### src/rtl/arb_pkg.sv
// Shared definitions for the four-channel request arbiter: sizes, FSM state
// encoding and the one-hot helper used to build the grant vector.
package arb_pkg;

  localparam int NUM_REQ = 4;
  localparam int ID_W    = 2;

  // IDLE arbitrates; BUSY holds the current owner until release or hold limit.
  typedef enum logic {
    ST_IDLE = 1'b0,
    ST_BUSY = 1'b1
  } arb_state_t;

  // Convert a requester index into its one-hot grant pattern.
  function automatic logic [NUM_REQ-1:0] onehot4(input logic [ID_W-1:0] id);
    logic [NUM_REQ-1:0] r;
    r     = '0;
    r[id] = 1'b1;
    return r;
  endfunction

endpackage

### src/rtl/prio_enc_4to2.sv
// Combinational 4-to-2 priority encoder; bit 3 has the highest priority.
// valid is high whenever any input bit is set; y is 0 when valid is low.
module prio_enc_4to2 (
  input  logic [3:0] in,
  output logic [1:0] y,
  output logic       valid
);

  // Pick the highest set bit.
  always_comb begin
    valid = |in;
    if (in[3])      y = 2'd3;
    else if (in[2]) y = 2'd2;
    else if (in[1]) y = 2'd1;
    else            y = 2'd0;
  end

endmodule

### src/rtl/req_arbiter_4ch.sv
// Four-requester arbiter with registered one-hot grant, ownership hold,
// hold-time limit and anti-starvation masking around a priority encoder.
// Optional macro ARB_ROUND_ROBIN_EN: rotates the search order so the last
// owner becomes lowest priority; undefined gives fixed priority 3>2>1>0.
module req_arbiter_4ch
  import arb_pkg::*;
#(
  parameter int MAX_HOLD = 16,
  parameter int CNT_W    = 5
) (
  input  logic               clk,
  input  logic               rst,
  input  logic [NUM_REQ-1:0] req,
  output logic [NUM_REQ-1:0] gnt,
  output logic [ID_W-1:0]    gnt_id,
  output logic               gnt_valid,
  output logic               timeout
);

  // A zero MAX_HOLD disables the hold limit entirely.
  localparam bit             HOLD_EN   = (MAX_HOLD != 0);
  localparam logic [CNT_W-1:0] HOLD_LAST = (MAX_HOLD == 0) ? '0 : CNT_W'(MAX_HOLD - 1);

  arb_state_t         state_q, state_d;
  logic [CNT_W-1:0]   hold_cnt_q, hold_cnt_d;
  logic               mask_valid_q, mask_valid_d;
  logic [ID_W-1:0]    mask_id_q, mask_id_d;
  logic [NUM_REQ-1:0] gnt_d;
  logic [ID_W-1:0]    gnt_id_d;
  logic               gnt_valid_d;
  logic               timeout_d;

  logic [NUM_REQ-1:0] req_masked;
  logic [NUM_REQ-1:0] req_eff;
  logic [NUM_REQ-1:0] enc_in;
  logic [ID_W-1:0]    enc_y;
  logic               enc_valid;
  logic [ID_W-1:0]    winner;

`ifdef ARB_ROUND_ROBIN_EN
  logic [ID_W-1:0]    last_id_q, last_id_d;
`endif

  // Drop the requester that just timed out, unless it is the only one asking.
  always_comb begin
    req_masked = req & ~(mask_valid_q ? onehot4(mask_id_q) : '0);
    req_eff    = (|req_masked) ? req_masked : req;
  end

`ifdef ARB_ROUND_ROBIN_EN
  // Rotate so encoder bit 3 maps to (last_id-1) mod 4 and bit 0 to last_id.
  always_comb begin
    enc_in = '0;
    for (int k = 0; k < NUM_REQ; k++) begin
      logic [ID_W-1:0] idx;
      idx       = ID_W'(k) + last_id_q;
      enc_in[k] = req_eff[idx];
    end
  end
`else
  // Fixed priority: feed the effective request straight to the encoder.
  always_comb begin
    enc_in = req_eff;
  end
`endif

  prio_enc_4to2 u_enc (
    .in    (enc_in),
    .y     (enc_y),
    .valid (enc_valid)
  );

`ifdef ARB_ROUND_ROBIN_EN
  // Undo the rotation; the 2-bit add wraps modulo 4.
  always_comb begin
    winner = enc_y + last_id_q;
  end
`else
  // Encoder index is the requester index directly.
  always_comb begin
    winner = enc_y;
  end
`endif

  // Next-state and next-output decode for the IDLE/BUSY ownership FSM.
  always_comb begin
    // NOTE: every variable gets a default first, so no path can infer a latch.
    state_d      = state_q;
    gnt_d        = gnt;
    gnt_id_d     = gnt_id;
    gnt_valid_d  = gnt_valid;
    timeout_d    = 1'b0;
    hold_cnt_d   = hold_cnt_q;
    mask_valid_d = mask_valid_q;
    mask_id_d    = mask_id_q;
`ifdef ARB_ROUND_ROBIN_EN
    last_id_d    = last_id_q;
`endif

    case (state_q)
      ST_IDLE: begin
        if (enc_valid) begin
          state_d      = ST_BUSY;
          gnt_d        = onehot4(winner);
          gnt_id_d     = winner;
          gnt_valid_d  = 1'b1;
          hold_cnt_d   = '0;
          mask_valid_d = 1'b0;
`ifdef ARB_ROUND_ROBIN_EN
          last_id_d    = winner;
`endif
        end
      end

      ST_BUSY: begin
        if (!req[gnt_id]) begin
          // Owner released: back to IDLE with no mask.
          state_d      = ST_IDLE;
          gnt_d        = '0;
          gnt_id_d     = '0;
          gnt_valid_d  = 1'b0;
          hold_cnt_d   = '0;
          mask_valid_d = 1'b0;
        end else if (HOLD_EN && (hold_cnt_q == HOLD_LAST)) begin
          // Hold limit reached: revoke and mask the owner for one arbitration.
          state_d      = ST_IDLE;
          gnt_d        = '0;
          gnt_id_d     = '0;
          gnt_valid_d  = 1'b0;
          timeout_d    = 1'b1;
          hold_cnt_d   = '0;
          mask_valid_d = 1'b1;
          mask_id_d    = gnt_id;
        end else begin
          hold_cnt_d   = hold_cnt_q + CNT_W'(1);
        end
      end

      default: begin
        state_d = ST_IDLE;
      end
    endcase
  end

  // State and registered outputs; synchronous reset overrides everything.
  always_ff @(posedge clk) begin
    // NOTE: non-blocking assignments so all registers update from pre-edge values.
    if (rst) begin
      state_q      <= ST_IDLE;
      gnt          <= '0;
      gnt_id       <= '0;
      gnt_valid    <= 1'b0;
      timeout      <= 1'b0;
      hold_cnt_q   <= '0;
      mask_valid_q <= 1'b0;
      mask_id_q    <= '0;
`ifdef ARB_ROUND_ROBIN_EN
      last_id_q    <= '0;
`endif
    end else begin
      state_q      <= state_d;
      gnt          <= gnt_d;
      gnt_id       <= gnt_id_d;
      gnt_valid    <= gnt_valid_d;
      timeout      <= timeout_d;
      hold_cnt_q   <= hold_cnt_d;
      mask_valid_q <= mask_valid_d;
      mask_id_q    <= mask_id_d;
`ifdef ARB_ROUND_ROBIN_EN
      last_id_q    <= last_id_d;
`endif
    end
  end

  // Grant must be one-hot or zero, and gnt_valid must track it.
  a_gnt_onehot0 : assert property (@(posedge clk) disable iff (rst) $onehot0(gnt));
  a_gnt_valid   : assert property (@(posedge clk) disable iff (rst) gnt_valid == (|gnt));

endmodule

### config.mk
export PLATFORM = sky130hd
export DESIGN_NAME = req_arbiter_4ch
export DESIGN_NICKNAME = d
export VERILOG_FILES = /design/src/rtl/arb_pkg.sv /design/src/rtl/prio_enc_4to2.sv /design/src/rtl/req_arbiter_4ch.sv
export SDC_FILE = /design/constraint.sdc
export NUM_CORES = 1
export LEC_CHECK = 0
export CAP_MARGIN = 20
export CORE_UTILIZATION = 45
export DETAILED_ROUTE_END_ITERATION = 7
export DONT_BUFFER_PORTS = 1
export PLACE_DENSITY_LB_ADDON = 0.12
export SYNTH_ARGS = -nofsm -noshare
export SYNTH_HDL_FRONTEND = slang
export SYNTH_SLANG_ARGS = --single-unit
### constraint.sdc
create_clock -name clk -period 1.5 [get_ports clk]
set_input_delay 0.3 -clock clk [delete_from_list [all_inputs] [get_ports clk]]
set_output_delay 0.3 -clock clk [all_outputs]
set_load 0.03 [all_outputs]
==> flow_metrics.py, run 1 <==
metrics = {
    "place": {
        "portBuffers": 0,
        "dp_hpwl_mm": 1.47,
        "gp_congestion": 0.760,
    },
    "synth": {
        "syn_nets": 109,
        "synth.top_cells.by_area": "dfxtp_1, a21oi_1, mux2i_1, a221oi_2, nand3_1",
        "synth_top_area_share": 0.365,
        "ys_types": 42,
        "synth-edff-count": 0,
        "synthArstFlopShare": 0,
        "syn_area_um2": 932,
        "yosysSeqAreaShare": 0.365,
        "ys.flop_type": "dfxtp_1",
        "synth_top_area_cell": "dfxtp_1",
        "ys_ff_latch": 17,
        "yosys_warnings": 0,
        "synth_area_per_cell_um2": 9.14,
        "syn_inst": 102,
    },
    "timing": {
        "period_minus_slack_ns": 1.46,
        "relSlewSlack": 0.786,
        "finalCritPeriodShare": 0.971,
        "worst_pin_slew_ns": 0.321,
        "slew_violations": 0,
        "final.setup_skew_ns": 0.00119,
        "whs_ns": 0.0637,
        "finalSetupViolCount": 0,
        "max_clock_freq_mhz": 686,
        "hold_viol": 0,
        "rsz0062_at_grt": "yes",
    },
    "global_route": {
        "antenna_found_initial": 0,
        "grt_use_total": 0.194,
        "grt_pass1_wl_mm": 2.99,
        "met3_usage": 0.0717,
        "grt_pass1_vias": 680,
        "met2_usage": 0.326,
        "grt_max_degree": 18,
        "grt_util_met1": 0.228,
        "busiest_layer": "met2",
        "grt_overflow": 0,
    },
    "critical_path": {
        "critPathKind": "flip-flop to flip-flop",
        "worst_ep_arrival_time_ns": 1.63,
        "path_max_fanout": 6,
        "crit_family": "simple AND/OR/NAND/NOR gates",
        "cp_num_buf_inv": 0,
        "crit_path_cell_trace": "ha_1 -> nand3_1 -> or2_1 -> o21ai_0 -> a21oi_1",
        "cp_data_required_time_ns": 1.68,
        "endpoint_kind": "flip-flop",
        "cp-start-kind": "flip-flop",
        "crit_path_max_incr_delay_ns": 0.37,
        "crit_slowest_cell": "dfxtp_1",
    },
    "power": {
        "power_density_nw_per_um2": 920,
        "ir_drop_mv": 0.667,
        "power_frac_comb": 0.184,
        "p_leak_uw": 0.000339,
        "seqPwrFrac": 0.554,
        "power_uw": 922,
        "power_switching_uw": 267,
        "swShare": 0.290,
        "internal-power_uw": 654,
        "clock_power_share": 0.262,
    },
    "cts": {
        "cts_sinks": 17,
        "cts_tree": "yes",
        "cts_hold_buf": 0,
        "insertion_delay_ns": 0.29,
        "cts_buffers": 3,
        "cts.clk_slew.worst_paths_ns": 0.09,
        "cts_root_buf": "clkbuf_4",
        "postCtsSetupBuffers": 0,
        "cts_max_level": 1,
        "cts_max_path_buffers": 2,
    },
    "layout": {
        "area_delta_synth_final_pct": 7.52,
        "final_cell_mix": "dfxtp_1, a21oi_1, buf_4, nand2_1, inv_1",
        "fin_nets": 114,
        "drive_above_1_share": 0.226,
        "utilization": 0.511,
        "diodes": 0,
        "final_common_cell": "dfxtp_1",
    },
    "detailed_routing": {
        "dr.pass1.iters": 4,
        "via_count": 785,
        "routed_wl_mm": 1.95,
        "drcViolationCount": 0,
        "ant_nets": 0,
        "drtIter0Drc": 4,
        "routedWlPerCell_um": 14.6,
        "routed_via_density": 5.90,
    },
    "worst_hold_path": {
        "hold_path_class": "primary input to flip-flop",
    },
    "floorplanning": {
        "die_area_um2": 2260,
        "die_x_um": 47.5,
        "die_y_um": 47.5,
        "ios": 14,
        "row_count": 16,
        "start_util": 0.475,
        "core_area_um2": 1960,
    },
    "status": {
        "status": "completed",
    },
    "job": {
        "max-cap-violations": 0,
    },
}
==> sequential cells by signal (all words and copies together), names as in the netlist <==
name	count
gnt_valid	1
mask_valid_q	1
timeout	1
mask_id_q	2
state_q	1
gnt	4
gnt_id	2
hold_cnt_q	5
==> synth_stat cells, types with 2 or more instances <==
cell type	n
a21oi_1	8
a221oi_2	2
a22oi_1	2
buf_2	2
buf_4	3
buf_6	2
dfxtp_1	17
inv_1	6
mux2i_1	3
nand2_1	6
nand2b_1	2
nand3_1	5
nand3b_1	2
nor2_1	6
nor3_1	3
o21ai_0	5
o22a_2	2
o22ai_1	2
==> power groups by stage <==
stage	Combinational, uW	Sequential, uW	Clock, uW
after global placement	163	522	0
final	170	511	241
after global routing	187	514	272
after CTS	167	511	254
after floorplan	136	528	0
after detailed placement	166	522	0
==> path summary, 6_finish.rpt <==
check / cells after the start / slack [ns] / start / to
worst min register to register: 1 / 0.50 / hold_cnt_q[4] / hold_cnt_q[4]
worst max register to register: 5 / 0.04 / hold_cnt_q[1] / mask_id_q[0]
worst min-delay path: 1 / 0.06 / rst / gnt[0]
worst max-delay path: 5 / 0.04 / hold_cnt_q[1] / mask_id_q[0]
==> logic make-up (layout without fill, tap and decap cells) <==
family	Yosys count	after routing	synth area share
flip-flops	17	17	0.365
buffers and inverters	13	17	0.0832
XOR/XNOR	1	1	0.00940
adder cells (fa/ha/maj)	1	1	0.0134
multiplexers	4	4	0.0443
AO/OA/AOI/OAI	34	34	0.285
AND/OR/NAND/NOR	32	32	0.200
==> worst register-to-register path, delay by kind of cell (launching register included) <==
kind / cells / cell delay (ns)
compound gates: 2 / 0.32
flops: 1 / 0.37
fa+ha+maj: 1 / 0.19
simple gates: 2 / 0.47
==> through the flow <==
stage               setup WS (ns)  setup TNS (ns)  instances  area [um2]
detailed placement       -0.00144        -0.00144        129         965
global route              -0.0389          -0.197        133        1000
CTS                       0.00974               0        133         991
finish                     0.0432               0        133        1000
floorplan                  0.0876               0        102         933
global placement           0.0540               0        129         965
==> metal layers <==
layer	wire, um	up-vias	part of all wire
met5	0	-	0
met4	14	0	0.0072
met3	96	2	0.049
met2	985	19	0.51
met1	848	374	0.44
li1	-	390	-
==> area by class of cell <==
type / instances / area, um2
clock buffers: 4 / 26.3
fillers: 218 / 960
inverters: 6 / 22.5
multi-input cells: 72 / 524
flip-flops and latches: 17 / 343
well taps: 27 / 33.8
repair buffers: 7 / 52.6
==> what timing repair did <==
item,4_1_cts,5_1_grt
setup endpoints to repair,3,8
resized for setup,1,3
pin swaps,1,1
gates cloned,0,0
(Power assumes the default switching activity.)
==> run 2, diff against run 1 <==
--- a/config.mk
+++ b/config.mk
@@ -6,7 +6,9 @@
 export NUM_CORES = 1
 export LEC_CHECK = 0
 export CAP_MARGIN = 20
+export CORE_MARGIN = 2
 export CORE_UTILIZATION = 45
+export CTS_CLUSTER_SIZE = 28
 export DETAILED_ROUTE_END_ITERATION = 7
 export DONT_BUFFER_PORTS = 1
 export PLACE_DENSITY_LB_ADDON = 0.12
==> run 2 against run 1 <==
  * Cell area rose by 1.2%
  * Core utilization increased by 0.64 points
  * Die area rose by 8.6%
  * Non-clock buffer count is the same
  * Critical path depth down 1
  * Sequential share of layout area fell by 0.42 points
  * Via count is 2.0% lower
  * Register-to-register slack better by 0.02 ns
  * Wire length fell by 1.7%
  * Flip-flop and latch count unchanged
  * Sequential power about the same
  * Setup slack improved by 0.019 ns
==> flow_metrics.py, run 2 (same netlist as run 1, synthesis figures left out) <==
metrics = {
    "detailed_routing": {
        "wl_met1_um": 875,
        "routedWlPerCell_um": 14.4,
        "routed_wl_mm": 1.91,
        "drcViolationCount": 0,
        "dr.pass1.iters": 4,
        "via_count": 769,
        "ant_nets": 0,
        "wl_met3_um": 52,
        "routed_via_density": 5.78,
        "drtIter0Drc": 4,
        "top_layer_used": "met3",
        "wl_met2_um": 983,
    },
    "cts": {
        "cts.clk_slew.worst_paths_ns": 0.09,
        "cts_sinks": 17,
        "cts_buffers": 3,
        "cts_hold_buf": 0,
        "postCtsSetupBuffers": 0,
        "cts_tree": "yes",
        "cts_root_buf": "clkbuf_4",
        "cts_max_level": 1,
        "cts_max_path_buffers": 2,
        "insertion_delay_ns": 0.28,
    },
    "layout": {
        "largest_reg_flops": 5,
        "seqCellArea_um2": 343,
        "final_common_cell": "dfxtp_1",
        "drive_above_1_share": 0.245,
        "fin_nets": 114,
        "utilization": 0.517,
        "reg_top3": "hold_cnt_q (5), gnt (4)",
        "top_register": "hold_cnt_q",
        "diodes": 0,
        "n_fill_cell": 213,
        "final_cell_mix": "dfxtp_1, a21oi_1, buf_4, nand2_1, inv_1",
        "area_delta_synth_final_pct": 8.86,
        "multi_input_area_um2": 537,
    },
    "floorplanning": {
        "die_area_um2": 2450,
        "row_count": 16,
        "die_y_um": 49.5,
        "die_x_um": 49.5,
        "start_util": 0.475,
        "ios": 14,
        "core_area_um2": 1960,
    },
    "global_route": {
        "grt_overflow": 0,
        "grt_pass1_wl_mm": 3.21,
        "antenna_found_initial": 0,
        "grt_use_total": 0.169,
        "grt_max_degree": 18,
        "grt_pass1_vias": 727,
    },
    "critical_path": {
        "cp.depth": 4,
        "cp_data_required_time_ns": 1.73,
        "crit_slowest_cell": "dfxtp_2",
        "rrSetupSlack_ns": 0.06,
        "crit_family": "compound AO/OA/AOI/OAI gates",
        "crit_path_max_incr_delay_ns": 0.40,
        "crit_path_cell_trace": "mux2_2 -> o41a_1 -> o22ai_1 -> a31o_1",
        "worst_ep_arrival_time_ns": 1.67,
        "cp-start-kind": "flip-flop",
        "worstRegToRegCells": 4,
        "cp_num_buf_inv": 0,
        "path_max_fanout": 5,
        "endpoint_kind": "flip-flop",
        "critPathKind": "flip-flop to flip-flop",
    },
    "power": {
        "clock_power_share": 0.259,
        "power_frac_comb": 0.185,
        "power_switching_uw": 266,
        "ir_drop_mv": 0.680,
        "power_density_nw_per_um2": 907,
        "p_leak_uw": 0.000341,
        "internal-power_uw": 654,
        "seqPwrFrac": 0.556,
        "swShare": 0.289,
    },
    "worst_hold_path": {
        "hold_depth": 1,
        "hold_path_class": "primary input to flip-flop",
    },
    "place": {
        "dp_hpwl_mm": 1.48,
        "portBuffers": 0,
        "pre_cts_slack_ns": 0.00326,
        "gp_congestion": 0.765,
    },
    "timing": {
        "hold_viol": 0,
        "period_minus_slack_ns": 1.44,
        "worst_pin_slew_ns": 0.323,
        "finalWorstSetupSlack_ns": 0.0622,
        "rsz0062_at_grt": "no",
        "fin_setup_tns_ns": 0,
        "finalSetupViolCount": 0,
        "slew_violations": 0,
        "relSlewSlack": 0.784,
        "finalCritPeriodShare": 0.959,
        "final.setup_skew_ns": 0.00190,
        "max_clock_freq_mhz": 696,
    },
    "job": {
        "max-cap-violations": 0,
    },
    "status": {
        "status": "completed",
    },
}
==> run 2: changes by cell type in the layout (fill, tap and decap cells not counted) <==
cell     before  now
or2_1         1    0
nor2_2        1    0
or2_4         1    2
nand3_2       0    1
nand3_1       5    4
nor2_4        0    1
==> run 2: per-stage QoR <==
stage | cell area [um2] | total power (uW) | cells | hold WS [ns]
CTS | 995 | 929 | 133 | 0.0570
finish | 1010 | 920 | 133 | 0.0665
floorplan | 933 | 663 | 102 | 0.458
detailed placement | 965 | 689 | 129 | 0.371
global placement | 965 | 686 | 129 | 0.369
global route | 1010 | 980 | 133 | 0.0285
==> run 2: final cells by class <==
cell class / instances / area share
Timing Repair Buffer: 7 / 0.0518
Clock buffer: 4 / 0.0259
Multi-Input combinational cell: 72 / 0.529
Inverter: 6 / 0.0222
Tap cell: 27 / 0.0333
Sequential cell: 17 / 0.338
==> run 2: what timing repair did <==
item / in CTS / in global routing
resized for setup: 3 / 4
endpoints found under the setup margin: 6 / 6
pin swaps: 1 / 2
==> run 2: worst paths after layout <==
path	start	end
setup / recovery	mask_id_q[0]	gnt_id[1]
hold reg to reg	hold_cnt_q[3]	hold_cnt_q[3]
hold / removal	rst	mask_id_q[0]
setup reg to reg	mask_id_q[0]	gnt_id[1]
==> run 2: layer usage <==
layer,vias up,GRT usage
li1,394,-
met1,367,0.203
met2,8,0.304
met3,0,0.0485
met4,0,0.0278
met5,-,0
==> run 2: power groups by stage <==
stage	Combinational, uW	Sequential (uW)	Clock (uW)
after floorplan	136	528	0
after global placement	164	522	0
after detailed placement	166	523	0
after CTS	166	512	250
after global routing	186	515	280
final	170	512	239
==> run 3, diff against run 2 <==
--- a/config.mk
+++ b/config.mk
@@ -8,10 +8,11 @@
 export CAP_MARGIN = 20
 export CORE_MARGIN = 2
 export CORE_UTILIZATION = 45
+export CTS_BUF_LIST = sky130_fd_sc_hd__clkbuf_8
 export CTS_CLUSTER_SIZE = 28
 export DETAILED_ROUTE_END_ITERATION = 7
 export DONT_BUFFER_PORTS = 1
-export PLACE_DENSITY_LB_ADDON = 0.12
+export PLACE_DENSITY = 0.65
 export SYNTH_ARGS = -nofsm -noshare
 export SYNTH_HDL_FRONTEND = slang
 export SYNTH_SLANG_ARGS = --single-unit
==> run 3 against run 2 <==
  * Wire length grew 0.68%
  * Total power grew 11%
  * Largest power group unchanged
  * First-iteration DRC count rose to 4.8 times the previous value
  * Sequential power is essentially flat
==> flow_metrics.py, run 3 (same netlist as run 1, synthesis figures left out) <==
metrics = {
    "place": {
        "place_inst": 130,
        "dp_hpwl_mm": 1.40,
        "gp_congestion": 0.808,
        "portBuffers": 0,
        "pre_cts_slack_ns": -0.0522,
    },
    "timing": {
        "relSlewSlack": 0.787,
        "finalWorstSetupSlack_ns": 0.0336,
        "fin_setup_tns_ns": 0,
        "max_clock_freq_mhz": 682,
        "finalCritPeriodShare": 0.978,
        "rsz0062_at_grt": "yes",
        "worst_pin_slew_ns": 0.319,
        "final.setup_skew_ns": 0.00373,
        "slew_violations": 0,
        "period_minus_slack_ns": 1.47,
        "finalSetupViolCount": 0,
        "hold_viol": 0,
    },
    "floorplanning": {
        "start_util": 0.475,
        "die_area_um2": 2450,
        "ios": 14,
        "die_x_um": 49.5,
        "core_area_um2": 1960,
        "row_count": 16,
        "die_y_um": 49.5,
    },
    "global_route": {
        "met3_usage": 0.0667,
        "grt_overflow": 0,
        "grt_util_met1": 0.218,
        "met2_usage": 0.270,
        "antenna_found_initial": 0,
        "grt_use_total": 0.167,
        "grt_max_degree": 18,
        "busiest_layer": "met2",
        "grt_pass1_wl_mm": 3.22,
        "grt_pass1_vias": 740,
    },
    "layout": {
        "final_cell_mix": "dfxtp_1, a21oi_1, buf_4, nand2_1, inv_1",
        "stdcell_count": 134,
        "n_fill_cell": 199,
        "reg_top3": "hold_cnt_q (5), gnt (4)",
        "fin_nets": 115,
        "diodes": 0,
        "top_register": "hold_cnt_q",
        "final_common_cell": "dfxtp_1",
        "drive_above_1_share": 0.271,
        "largest_reg_flops": 5,
        "area_delta_synth_final_pct": 11.3,
    },
    "detailed_routing": {
        "via_count": 789,
        "dr.pass1.iters": 4,
        "ant_nets": 0,
        "routedWlPerCell_um": 14.4,
        "routed_via_density": 5.89,
        "drtIter0Drc": 19,
        "drcViolationCount": 0,
        "routed_wl_mm": 1.93,
    },
    "cts": {
        "cts_tree": "yes",
        "insertion_delay_ns": 0.25,
        "cts_root_buf": "clkbuf_8",
        "cts_max_path_buffers": 2,
        "cts_buffers": 3,
        "cts_hold_buf": 0,
        "cts_max_level": 1,
        "cts.clk_slew.worst_paths_ns": 0.07,
        "cts_sinks": 17,
    },
    "power": {
        "p_leak_uw": 0.000352,
        "ir_drop_mv": 1.12,
        "power_density_nw_per_um2": 982,
    },
    "worst_hold_path": {
        "hold_path_class": "primary input to flip-flop",
    },
    "critical_path": {
        "cp-start-kind": "flip-flop",
        "worst_ep_arrival_time_ns": 1.59,
        "critPathKind": "flip-flop to flip-flop",
        "path_max_fanout": 5,
        "cp_data_required_time_ns": 1.63,
        "endpoint_kind": "flip-flop",
    },
    "job": {
        "max-cap-violations": 0,
    },
    "status": {
        "status": "completed",
    },
}
-- run 3: cell count changes in the layout (fill, tap and decap cells not counted), sizes merged --
cell	delta
clkbuf	-1
buf	+1
clkinv	+1
-- run 3: through the flow --
step           power (uW)  cell area [um2]  hold WS [ns]   util
3_3_place_gp          685              972         0.370  0.496
2_1_floorplan         663              933         0.458      -
4_1_cts              1030             1020         0.101  0.522
6_report             1020             1040         0.109  0.529
3_5_place_dp          687              972         0.372  0.496
5_1_grt              1060             1040         0.102  0.529
-- run 3: path summary, 6_finish.rpt --
| path | slack (ns) | endpoint | start | cells after the start |
|---|---|---|---|---|
| hold / removal | 0.11 | gnt_valid | rst | 1 |
| setup reg to reg | 0.03 | gnt_id[0] | hold_cnt_q[1] | 5 |
| setup / recovery | 0.03 | gnt_id[0] | hold_cnt_q[1] | 5 |
| hold reg to reg | 0.50 | mask_id_q[1] | gnt_id[1] | 2 |
-- run 3: area by class of cell --
cell class,count,area (um2),area share
clock inverters,1,5.00,0.00483
well taps,27,33.8,0.0326
repair buffers,8,60.1,0.0579
inverters,6,22.5,0.0217
multi-input cells,72,532,0.513
flip-flops and latches,17,343,0.331
clock buffers,3,41.3,0.0398
-- run 3: power breakdown --
part | switching [uW] | leakage [uW] | internal (uW)
logic | 90.2 | 0.000187 | 75.9
registers | 39.0 | 0.000140 | 473
clock network | 156 | 0.0000255 | 184
total | 286 | 0.000352 | 733
-- run 3: worst max-delay path: stages, from the launching register on --
cell and delay (ns):
dfxtp_1 0.36, ha_2 0.22, nand3_2 0.13, or2_4 0.30, a21oi_2 0.24, o32ai_1 0.10
-- run 3: routing by layer --
layer	wire, um	share of wire
met5	0	0
met3	72	0.037
met1	927	0.48
met2	925	0.48
met4	0	0
-- run 3: timing repair --
action,CTS,global route
endpoints found under the setup margin,9,6
gates resized for setup,3,4
setup buffers,0,0
hold endpoints to repair,0,0
pin swaps,1,0
